### config.mk
export PLATFORM = sky130hd
export DESIGN_NAME = mem_dumper
export DESIGN_NICKNAME = d
export VERILOG_FILES = /design/src/rtl/mem_dumper_pkg.sv /design/src/rtl/mem_dumper_word_serializer.sv /design/src/rtl/mem_dumper.sv
export SDC_FILE = /design/constraint.sdc
export NUM_CORES = 1
export LEC_CHECK = 0
export BUFFER_PORTS_ARGS = -buffer_cell sky130_fd_sc_hd__buf_2
export CAP_MARGIN = 20
export CORE_MARGIN = 1
export CORE_UTILIZATION = 45
export DETAILED_ROUTE_END_ITERATION = 10
export PLACE_DENSITY = 0.71
export SLEW_MARGIN = 20
export SYNTH_ARGS = -nofsm -noshare
export SYNTH_HDL_FRONTEND = slang
export SYNTH_SLANG_ARGS = --single-unit
### constraint.sdc
create_clock -name clk_i -period 1.8 [get_ports clk_i]
set_input_delay 0.27 -clock clk_i [delete_from_list [all_inputs] [get_ports clk_i]]
set_output_delay 0.27 -clock clk_i [all_outputs]
set_load 0.01 [all_outputs]
### src/rtl/mem_dumper_pkg.sv
`default_nettype none
// ============================================================================
//  Module      : mem_dumper_pkg
//  Description : Shared types and constants for the memory dumper. It defines
//                the dump FSM state encoding, the word/byte geometry and a
//                helper that sizes the word counter.
//  Revision    : 1.0 - initial release
// ============================================================================
package mem_dumper_pkg;

  typedef enum logic [1:0] {
    IDLE  = 2'd0,
    FETCH = 2'd1,
    SEND  = 2'd2,
    DONE  = 2'd3
  } dump_state_t;

  localparam int BYTES_PER_WORD = 4;
  localparam int ADDR_LSB       = 2;

  // Word counter width. A depth of 1 still needs a 1-bit register.
  function automatic int idx_width(input int depth);
    return (depth > 1) ? $clog2(depth) : 1;
  endfunction

endpackage
`default_nettype wire

### src/rtl/mem_dumper_word_serializer.sv
`default_nettype none
// ============================================================================
//  Module      : word_serializer
//  Description : Holds one 32-bit word and emits it as 4 bytes, least
//                significant byte first, on a valid/ready stream.
//  Ports       : clk_i, rst_i   - clock, synchronous active-high reset
//                load_i         - capture word_i and restart at byte 0
//                word_i[31:0]   - word to serialise
//                ready_i        - downstream accepts the byte this cycle
//                data_o[7:0]    - current byte (0 when no byte is held)
//                valid_o        - data_o holds a byte
//                last_o         - pulses with the accept of byte 3
//  Revision    : 1.0 - initial release
// ============================================================================
module word_serializer
  import mem_dumper_pkg::*;
(
  input  logic        clk_i,
  input  logic        rst_i,
  input  logic        load_i,
  input  logic [31:0] word_i,
  input  logic        ready_i,
  output logic [7:0]  data_o,
  output logic        valid_o,
  output logic        last_o
);

  logic [31:0] r_word;
  logic [1:0]  r_byte_idx;
  logic        r_valid;

  logic        w_accept;
  logic        w_final_byte;

  assign w_accept     = r_valid & ready_i;
  assign w_final_byte = (r_byte_idx == 2'(BYTES_PER_WORD - 1));

  // The word is a snapshot taken at load time, so later writes to the
  // memory cannot change bytes that are still queued for transmission.
  always_ff @(posedge clk_i) begin
    if (rst_i) begin
      r_word     <= 32'h0;
      r_byte_idx <= 2'd0;
      r_valid    <= 1'b0;
    end else if (load_i) begin
      r_word     <= word_i;
      r_byte_idx <= 2'd0;
      r_valid    <= 1'b1;
    end else if (w_accept) begin
      if (w_final_byte) begin
        r_valid    <= 1'b0;
        r_byte_idx <= 2'd0;
      end else begin
        r_byte_idx <= r_byte_idx + 2'd1;
      end
    end
  end

  // Valid and data come straight from registers; ready only advances them.
  assign valid_o = r_valid;
  assign data_o  = r_valid ? r_word[{r_byte_idx, 3'b000} +: 8] : 8'h00;
  assign last_o  = w_accept & w_final_byte;

endmodule
`default_nettype wire

### src/rtl/mem_dumper.sv
`default_nettype none
// ============================================================================
//  Module      : mem_dumper
//  Description : Read-side master for the data memory snoop port. On a start
//                pulse it walks words 0..DEPTH-1 and streams each word as four
//                bytes (LSB first) towards the debug UART transmitter.
//  Ports       : clk_i, rst_i      - clock, synchronous active-high reset
//                start_i           - dump request, honoured only in IDLE
//                busy_o            - high from the first FETCH to the last SEND
//                done_o            - one-cycle pulse after the final byte
//                mem_addr_o[31:0]  - word-aligned byte address to the memory
//                mem_data_i[31:0]  - combinational read data for mem_addr_o
//                tx_data_o[7:0]    - byte to the transmitter
//                tx_valid_o        - tx_data_o holds a byte
//                tx_ready_i        - transmitter accepts the byte
//  Revision    : 1.0 - initial release
// ============================================================================
module mem_dumper
  import mem_dumper_pkg::*;
#(
  parameter int DEPTH = 256
) (
  input  logic        clk_i,
  input  logic        rst_i,
  input  logic        start_i,
  output logic        busy_o,
  output logic        done_o,
  output logic [31:0] mem_addr_o,
  input  logic [31:0] mem_data_i,
  output logic [7:0]  tx_data_o,
  output logic        tx_valid_o,
  input  logic        tx_ready_i
);

  localparam int                 c_IDX_W = idx_width(DEPTH);
  localparam logic [c_IDX_W-1:0] c_LAST  = c_IDX_W'(DEPTH - 1);

  dump_state_t        r_state;
  logic [c_IDX_W-1:0] r_word_idx;
  logic               r_busy;
  logic               r_done;

  logic               w_load;
  logic               w_last;

  // The memory returns data in the same cycle, so FETCH loads directly.
  assign w_load = (r_state == FETCH);

  word_serializer u_serializer (
    .clk_i   (clk_i),
    .rst_i   (rst_i),
    .load_i  (w_load),
    .word_i  (mem_data_i),
    .ready_i (tx_ready_i),
    .data_o  (tx_data_o),
    .valid_o (tx_valid_o),
    .last_o  (w_last)
  );

  always_ff @(posedge clk_i) begin
    if (rst_i) begin
      r_state    <= IDLE;
      r_word_idx <= '0;
      r_busy     <= 1'b0;
      r_done     <= 1'b0;
    end else begin
      r_done <= 1'b0;
      case (r_state)
        IDLE: begin
          if (start_i) begin
            r_word_idx <= '0;
            r_busy     <= 1'b1;
            r_state    <= FETCH;
          end
        end
        FETCH: begin
          r_state <= SEND;
        end
        SEND: begin
          if (w_last) begin
            // Exact terminal compare: the counter never wraps past DEPTH-1.
            if (r_word_idx == c_LAST) begin
              r_word_idx <= '0;
              r_busy     <= 1'b0;
              r_done     <= 1'b1;
              r_state    <= DONE;
            end else begin
              r_word_idx <= r_word_idx + c_IDX_W'(1);
              r_state    <= FETCH;
            end
          end
        end
        DONE: begin
          // start_i is deliberately not looked at here: no queued restart.
          r_state <= IDLE;
        end
        default: begin
          r_state <= IDLE;
        end
      endcase
    end
  end

  assign busy_o     = r_busy;
  assign done_o     = r_done;
  assign mem_addr_o = 32'(r_word_idx) << ADDR_LSB;

endmodule
`default_nettype wire
# Word level (Yosys, flattened, before mapping)
# Cells that the tools add are included.
[word_totals]
memories = 0
register_bits = 47
latchBits = 0
romBits = 0
mem_bits_rw = 0
[classes]
multipliers = 0
reduce_logical = 10
n_lt_le_gt_ge = 0
bitwise_logic = 4
div_mod_pow = 0
addsub = 2
shifts = 1
eq_ne = 8
n_mux = 18
[op_table]
columns = ["cell", "n"]
rows = [
  ["$mux W8", 4],
  ["$shiftx A32 B6 Y8", 1],
  ["$pmux W8 S2", 1],
  ["$add A8 B1 Y8 const B", 1],
  ["$eq A8 B8 Y1 const B", 1],
  ["$mux W2", 4],
  ["$pmux W2 S4", 1],
  ["$mux W1", 7],
  ["$eq A2 B2 Y1 const B", 3],
  ["$reduce_bool A2 Y1", 3],
  ["$ne A2 B2 Y1 const B", 2],
  ["$reduce_and A2 Y1", 2],
  ["$reduce_and A4 Y1", 1],
  ["$reduce_and A3 Y1", 1],
  ["$reduce_or A3 Y1", 1],
  ["$add A2 B1 Y2 const B", 1],
  ["$and A1 B1 Y1", 2],
  ["$eq A2 B1 Y1 const B", 1],
  ["$logic_not A2 Y1", 1],
  ["$ne A2 B1 Y1 const B", 1],
  ["$not A1 Y1", 2],
  ["$pmux W1 S2", 1],
  ["$reduce_or A2 Y1", 1],
]

# Longest topological paths before layout
# Gate-level depths: netlist (run 1).
[depth]
ltp_word = 4
ltp_mapped = 6

# Cells and area by module
# A second synthesis (run 1) with hierarchy kept.
[unflattened]
cells_unflattened = 234
area_unflattened_um2 = 2297.2
[modules_own_cells]
columns = ["module", "area_each_um2", "cells_each", "instances"]
rows = [
  ["word_serializer", 1547.7, 148, 1],
  ["mem_dumper", 749.5, 86, 1],
]

# Least setup slack after synthesis (run 1)
# Ideal clock, no wire load.
[synth_path]
kind = "register -> register"
start = "register r_word_idx[0]"
end = "register r_word_idx[6]"
stages_incl_launch_ff = 6
path_buffers = 0
required_ns = 1.705
setup_time_ns = 0.095
period_less_slack_ns = 1.701
setup_slack_ns = 0.099
arrival_ns = 1.606
path_cell_list = "dfxtp_1 -> ha_1 -> nand3_1 -> a211o_1 -> or3_1 -> a221oi_1"
[synth_between]
elab_chain_len = 4
word_cells_on_any_way = 5
classes_between = "add/sub: 1; eq/ne: 1; mux: 3"
[synth_lines]
columns = ["item", "line", "source"]
rows = [
  ["start, declared", "mem_dumper.sv:39", "logic [c_IDX_W-1:0] r_word_idx;"],
  ["start signal, assigned", "mem_dumper.sv:88", "r_word_idx <= r_word_idx + c_IDX_W'(1);"],
  ["$add A8 B1 Y8 / $eq A8 B8 Y1 (equally long branches)", "mem_dumper.sv:88, mem_dumper.sv:82", ""],
  ["$mux W8 (*)", "mem_dumper.sv:82", "if (r_word_idx == c_LAST) begin"],
  ["$mux W8 (*)", "mem_dumper.sv:80", "if (w_last) begin"],
  ["$pmux W8 S2 (*)", "mem_dumper.sv:68", "case (r_state)"],
]
# Mark *: on every way between the ends. The rest lies on a longest branch, timed or not. The select of a mux whose other input is x is not followed.
# A chain may end at the register's enable or synchronous reset.

# Final worst setup path (run 1)
[layout_path]
start = "register u_serializer.r_byte_idx[0]"
end = "output tx_data_o[4]"
[layout_between]
elab_chain_len = 2
[layout_lines]
columns = ["item", "line", "source"]
rows = [
  ["start, declared", "mem_dumper_word_serializer.sv:29", "logic [1:0] r_byte_idx;"],
  ["start signal, assigned", "mem_dumper_word_serializer.sv:54", "r_byte_idx <= r_byte_idx + 2'd1;"],
  ["$shiftx A32 B6 Y8", "mem_dumper_word_serializer.sv:61", "assign data_o = r_valid ? r_word[{r_byte_idx, 3'b000} +: 8] : 8'h00;"],
  ["$mux W8", "mem_dumper_word_serializer.sv:61", ""],
  ["end, declared", "mem_dumper.sv:30", "output logic [7:0] tx_data_o,"],
]
# No other way between the ends.

==> results of run 1 <==
==> layout make-up <==
type                       count  share of cell area, %
timing repair buffer          69                   15.9
clock inverter                 2                   1.40
clock buffer                   5                   2.56
multi-input combinational    196                   41.8
tap                           67                   3.12
inverter                       1                  0.140
sequential                    47                   35.1
==> where the power goes <==
group | leakage (nW) | total (mW) | internal [mW] | switching (mW)
Combinational | 0.684 | 0.265 | 0.114 | 0.151
Clock | 0.0502 | 0.754 | 0.406 | 0.348
Sequential | 0.383 | 1.12 | 1.09 | 0.0305
==> sequential cells by signal, indices dropped and copies added (netlist names) <==
register / count
u_serializer.valid_o: 1
busy_o: 1
r_state: 2
u_serializer.r_byte_idx: 2
done_o: 1
u_serializer.r_word: 32
r_word_idx: 8
==> kinds of logic (layout without fill, tap and decap cells) <==
| family | after synthesis | in the layout |
|---|---|---|
| other | 1 | 24 |
| AND/OR/NAND/NOR | 104 | 104 |
| XOR/XNOR | 5 | 5 |
| adder cells (fa/ha/maj) | 2 | 2 |
| buffers and inverters | 42 | 77 |
| AO/OA/AOI/OAI | 52 | 52 |
| multiplexers | 9 | 9 |
| flip-flops | 47 | 47 |
==> metrics by stage <==
stage / area, µm² / total power, mW / setup TNS [ns] / hold WS, ns
2_1_floorplan: 2280 / 1.34 / 0 / 0.381
3_3_place_gp: 2490 / 1.39 / 0 / 0.440
3_5_place_dp: 2490 / 1.39 / 0 / 0.447
4_1_cts: 2670 / 2.15 / -0.174 / 0.194
5_1_grt: 2690 / 2.23 / -0.573 / 0.183
6_report: 2690 / 2.14 / -0.106 / 0.188
==> routing by layer <==
layer  wire, µm  vias up
li1           -      948
met1       2230      836
met2       2160       54
met3        214        7
met4         78        0
met5          0        -
==> cell usage after synthesis, drive strengths merged <==
master,n,share of area [%]
nand4,3,1.1
nor4,1,0.28
a211oi,2,0.68
buf,27,8.8
conb,1,0.17
o22ai,1,0.28
nor2,11,1.9
inv,1,0.17
or3,2,0.57
a22oi,1,0.34
nor2b,1,0.28
clkbuf,14,2.4
nand3,4,0.91
nand2b,4,1.1
dfxtp,47,43
a21oi,39,8.9
o21ai,2,0.46
o21bai,1,0.34
a211o,1,0.40
ha,2,1.1
mux2i,1,0.46
mux4,8,8.2
a221oi,1,0.40
and2,8,2.3
a2111oi,1,0.40
nor3,4,0.91
a21o,3,1.0
nand2,66,11
xnor2,5,2.0
==> worst paths after layout <==
check | from | to | slack [ns] | cells after the start
hold reg to reg | u_serializer.r_word[21] | u_serializer.r_word[21] | 0.46 | 2
hold / removal | start_i | r_word_idx[6] | 0.19 | 2
setup reg to reg | u_serializer.r_byte_idx[0] | r_word_idx[6] | 0.10 | 6
setup / recovery | u_serializer.r_byte_idx[0] | tx_data_o[4] | -0.03 | 4
==> what timing repair did <==
item                       CTS  global route
buffers inserted             2             0
setup endpoints to repair    8            10
gates resized for setup     13             5
pin swaps                    8             0
hold buffers                 0             0
==> run metrics, run 1 <==
RSZ-0062 raised after global routing yes; number of global-route vias before repair 1,674; total number of yosys warnings 0; CTS root buffer clkbuf_8; Register Area 942 µm²; #FFs+latches synth 47; Fillers 452; nets@finish 358; share of the clock period used by the worst path 102%; area occupied by multi-input gates 1120 µm²; most frequent standard cell in the layout excluding fill and tap cells nand2_1; worst clock skew 0.00389 ns; DR vias 1,845; initial standard-cell utilization of the core 46.5%; post-synthesis compound-gate area fraction 13.2%; global-route layer with the greatest usage met2; endpoints failing hold 0; violated checks setup timing; critical path endpoint category output pin; Setup Slack @ Placement 0.131 ns; Worst EP required 1.53 ns; number of distinct standard cells referenced by the synthesized netlist 32; count of clock tree sinks 47; count of mapped cells out of synthesis 262; gr ovfl total 0; number of pins with negative max-slew slack in the final report 0; power density over cell area 795 nW/µm²; pin count of the biggest net entering global routing 43; average instance area after synthesis 8.39 µm²; iteration count of the initial detailed-routing pass 4; Max Fanout on Critical Path 5; class of the worst hold path primary input to register; cell family with the largest share of critical-path delay multiplexers; highest clock frequency the design can meet 546 MHz; fraction of the mapped netlist area in simple logic gates 20.7%; critical path's slowest cell mux4_2; number of buffer cells added on primary ports 54; number of vias per cell 4.77; clk slew on worst S/H paths 0.08 ns; Row Count 25; half-perimeter wire length of the detailed placement result 3.38 mm; status finished, violations left; combinational family with the most area after synthesis simple AND/OR/NAND/NOR gates; post-synthesis xor/xnor area fraction 1.99%; first-pass GRT wire length 7.48 mm; Antenna Cells 0; routed wire length 4.69 mm; post-synthesis adder-cell area fraction 1.14%; most frequent cell on the critical path buf_6; CTS buffer count 5; total die area 5170 µm²; source-to-sink clock delay at the later pin of the worst-skew pair 0.30 ns; worst-case clock buffer depth 2; Final Wtd Congestion 0.851; placeable core area 4720 µm²; count of buffer and inverter cells on the critical path 2; height of the die 71.9 µm; global-route met3 utilization 4.17%; GR Layer Usage met1 25.4%; final standard cell utilization of the core 56.8%; clock tree from TritonCTS built; area overhead of the layout relative to synthesis 22.1%; level count of the clock H-tree 2; Largest stage delay, worst path 0.50 ns; final number of setup-violating endpoints 5; worst ir drop on vdd 0.350 mV; die extent in x 71.9 µm; worst setup slack after layout -0.0314 ns; multiplexer fraction of the synthesized cell area 8.65%; total track usage 18.7%; initial antenna violation count 0; cell leakage power 1.12 nW; layout cells sized above 1 29.7%; Seq/Total Area, Yosys 42.8%; post-layout minimum cycle time 1.83 ns; final cell count without fillers 387; final routed wire length divided by cell count 12.1 µm; count of boundary I/O pins 79; kind of critical path register to output pin; nature of the critical path startpoint register; post-synthesis cell area 2200 µm²; Max Cap Violations 0; met2 capacity usage during global routing 29.8%; DR iter-0 viols 124; highest-count cells in the layout ignoring fill and taps nand2_1 (66), buf_2 (48), dfxtp_1 (46); number of nets still failing antenna checks after routing 0; detailed-route DRC error count 0; Placed Cells incl. Taps 378; chain of cells forming the critical path buf_6 > mux4_2 > and2_4 > buf_6; data arrival time of the worst path 1.56 ns
(Power assumes the default switching activity.)
==> run 2, diff against run 1 <==
--- a/config.mk
+++ b/config.mk
@@ -7,10 +7,12 @@
 export LEC_CHECK = 0
 export BUFFER_PORTS_ARGS = -buffer_cell sky130_fd_sc_hd__buf_2
 export CAP_MARGIN = 20
+export CELL_PAD_IN_SITES_DETAIL_PLACEMENT = 0
+export CELL_PAD_IN_SITES_GLOBAL_PLACEMENT = 2
 export CORE_MARGIN = 1
-export CORE_UTILIZATION = 45
+export CORE_UTILIZATION = 27
 export DETAILED_ROUTE_END_ITERATION = 10
-export PLACE_DENSITY = 0.71
+export PLACE_DENSITY = 0.76
 export SLEW_MARGIN = 20
 export SYNTH_ARGS = -nofsm -noshare
 export SYNTH_HDL_FRONTEND = slang
==> run metrics, run 2 (synthesized netlist as in run 1, its figures left out) <==
Antenna Cells 0; number of global-route vias before repair 1,687; count of clock tree sinks 47; total of hold buffers inserted after clock tree synthesis 0; cell leakage power 1.13 nW; clock tree from TritonCTS built; RSZ-0062 raised after global routing yes; height of the die 92.2 µm; final number of setup-violating endpoints 8; number of vias per cell 4.43; Max Fanout on Critical Path 4; CTS buffer count 5; post-layout minimum cycle time 1.82 ns; number of nets still failing antenna checks after routing 0; detailed-route DRC error count 0; layout cells sized above 1 29.8%; first-pass GRT wire length 8.41 mm; Final Wtd Congestion 0.724; Max Cap Violations 0; half-perimeter wire length of the detailed placement result 3.77 mm; initial standard-cell utilization of the core 28.2%; Row Count 32; Largest register FFs 32; source-to-sink clock delay at the later pin of the worst-skew pair 0.30 ns; violated checks setup timing; routed wire length 5.18 mm; Placed Cells incl. Taps 414; DR iter-0 viols 42; critical path endpoint category output pin; number of pins with negative max-slew slack in the final report 0; die extent in x 92.2 µm; highest-count cells in the layout ignoring fill and taps nand2_1 (66), buf_2 (50), dfxtp_1 (46); total die area 8510 µm²; total track usage 12.7%; placeable core area 7810 µm²; share of the clock period used by the worst path 101%; biggest registers after layout u_serializer.r_word: 32 flops, r_word_idx: 8 flops; pin count of the biggest net entering global routing 43; iteration count of the initial detailed-routing pass 4; level count of the clock H-tree 2; power density over cell area 832 nW/µm²; nature of the critical path startpoint register; final routed wire length divided by cell count 12.2 µm; Worst EP required 1.53 ns; nets@finish 359; Min Hold Slack 0.191 ns; worst ir drop on vdd 0.378 mV; kind of critical path register to output pin; worst setup slack after layout -0.0203 ns; Most flops, register u_serializer.r_word; CTS root buffer clkbuf_8; clk slew on worst S/H paths 0.09 ns; post-route standard cell area excluding fillers 2760 µm²; number of buffer cells added on primary ports 54; DR vias 1,880; most frequent standard cell in the layout excluding fill and tap cells nand2_1; gr ovfl total 0; worst clock skew 0.00985 ns; data arrival time of the worst path 1.55 ns; endpoints failing hold 0; area overhead of the layout relative to synthesis 25.7%; Total Neg Setup Slack -0.107 ns; class of the worst hold path primary input to register; initial antenna violation count 0; status finished, violations left; area post-placement 2540 µm²; final cell count without fillers 424; worst-case clock buffer depth 2; highest clock frequency the design can meet 549 MHz; count of boundary I/O pins 79
==> run 2: changes by cell type in the layout (fill, tap and decap cells not counted), moves of 2 or more <==
cell	before	now
and2_1	2	4
buf_2	48	50
buf_6	8	6
and2_4	6	4
==> run 2: path summary, 6_finish.rpt <==
kind,to,startpoint,slack (ns),cells after the start
max,tx_data_o[4],u_serializer.r_byte_idx[0],-0.02,4
min,u_serializer.r_word[7],mem_data_i[7],0.19,3
max reg2reg,r_word_idx[6],u_serializer.r_byte_idx[0],0.10,6
min reg2reg,u_serializer.r_word[30],u_serializer.r_word[30],0.46,2
==> run 2: layout make-up <==
type | count | area, µm²
Inverter | 1 | 3.75
Tap cell | 102 | 128
Clock inverter | 3 | 67.6
Timing Repair Buffer | 70 | 423
Fill cell | 850 | 5040
Multi-Input combinational cell | 196 | 1130
Clock buffer | 5 | 68.8
Sequential cell | 47 | 942
==> run 2: worst max-delay path, stage by stage, from the launching register on <==
cell and delay, ns:
dfxtp_2 0.36, buf_6 0.13, mux4_2 0.50, and2_4 0.15, buf_6 0.11
==> run 2: timing repair <==
item                                    4_1_cts  5_1_grt
endpoints found under the setup margin        8       11
pin swaps                                     6        4
gates resized for setup                       7        9
setup buffers                                 2        0
gates cloned                                  0        0
==> run 2: report_power, final <==
| group | total [mW] | switching, mW | internal (mW) |
|---|---|---|---|
| clock | 0.914 | 0.361 | 0.554 |
| combinational | 0.272 | 0.156 | 0.116 |
| sequential | 1.11 | 0.0285 | 1.09 |
| total | 2.30 | 0.545 | 1.76 |
==> run 2: metrics by stage <==
step | total power, mW | utilization (%) | worst slack, ns
floorplan | 1.34 | - | 0.0992
global placement | 1.40 | 32.6 | 0.194
detailed placement | 1.41 | 32.6 | 0.146
CTS | 2.33 | 34.9 | -0.0567
global route | 2.41 | 35.4 | -0.0976
finish | 2.30 | 35.4 | -0.0203
==> run 2: metal layers <==
layer | global-route usage [%] | vias up | part of all wire, %
li1 | - | 945 | -
met1 | 17.5 | 881 | 49
met2 | 19.0 | 49 | 45
met3 | 3.40 | 5 | 5.0
met4 | 4.30 | 0 | 1.5
met5 | 0 | - | 0
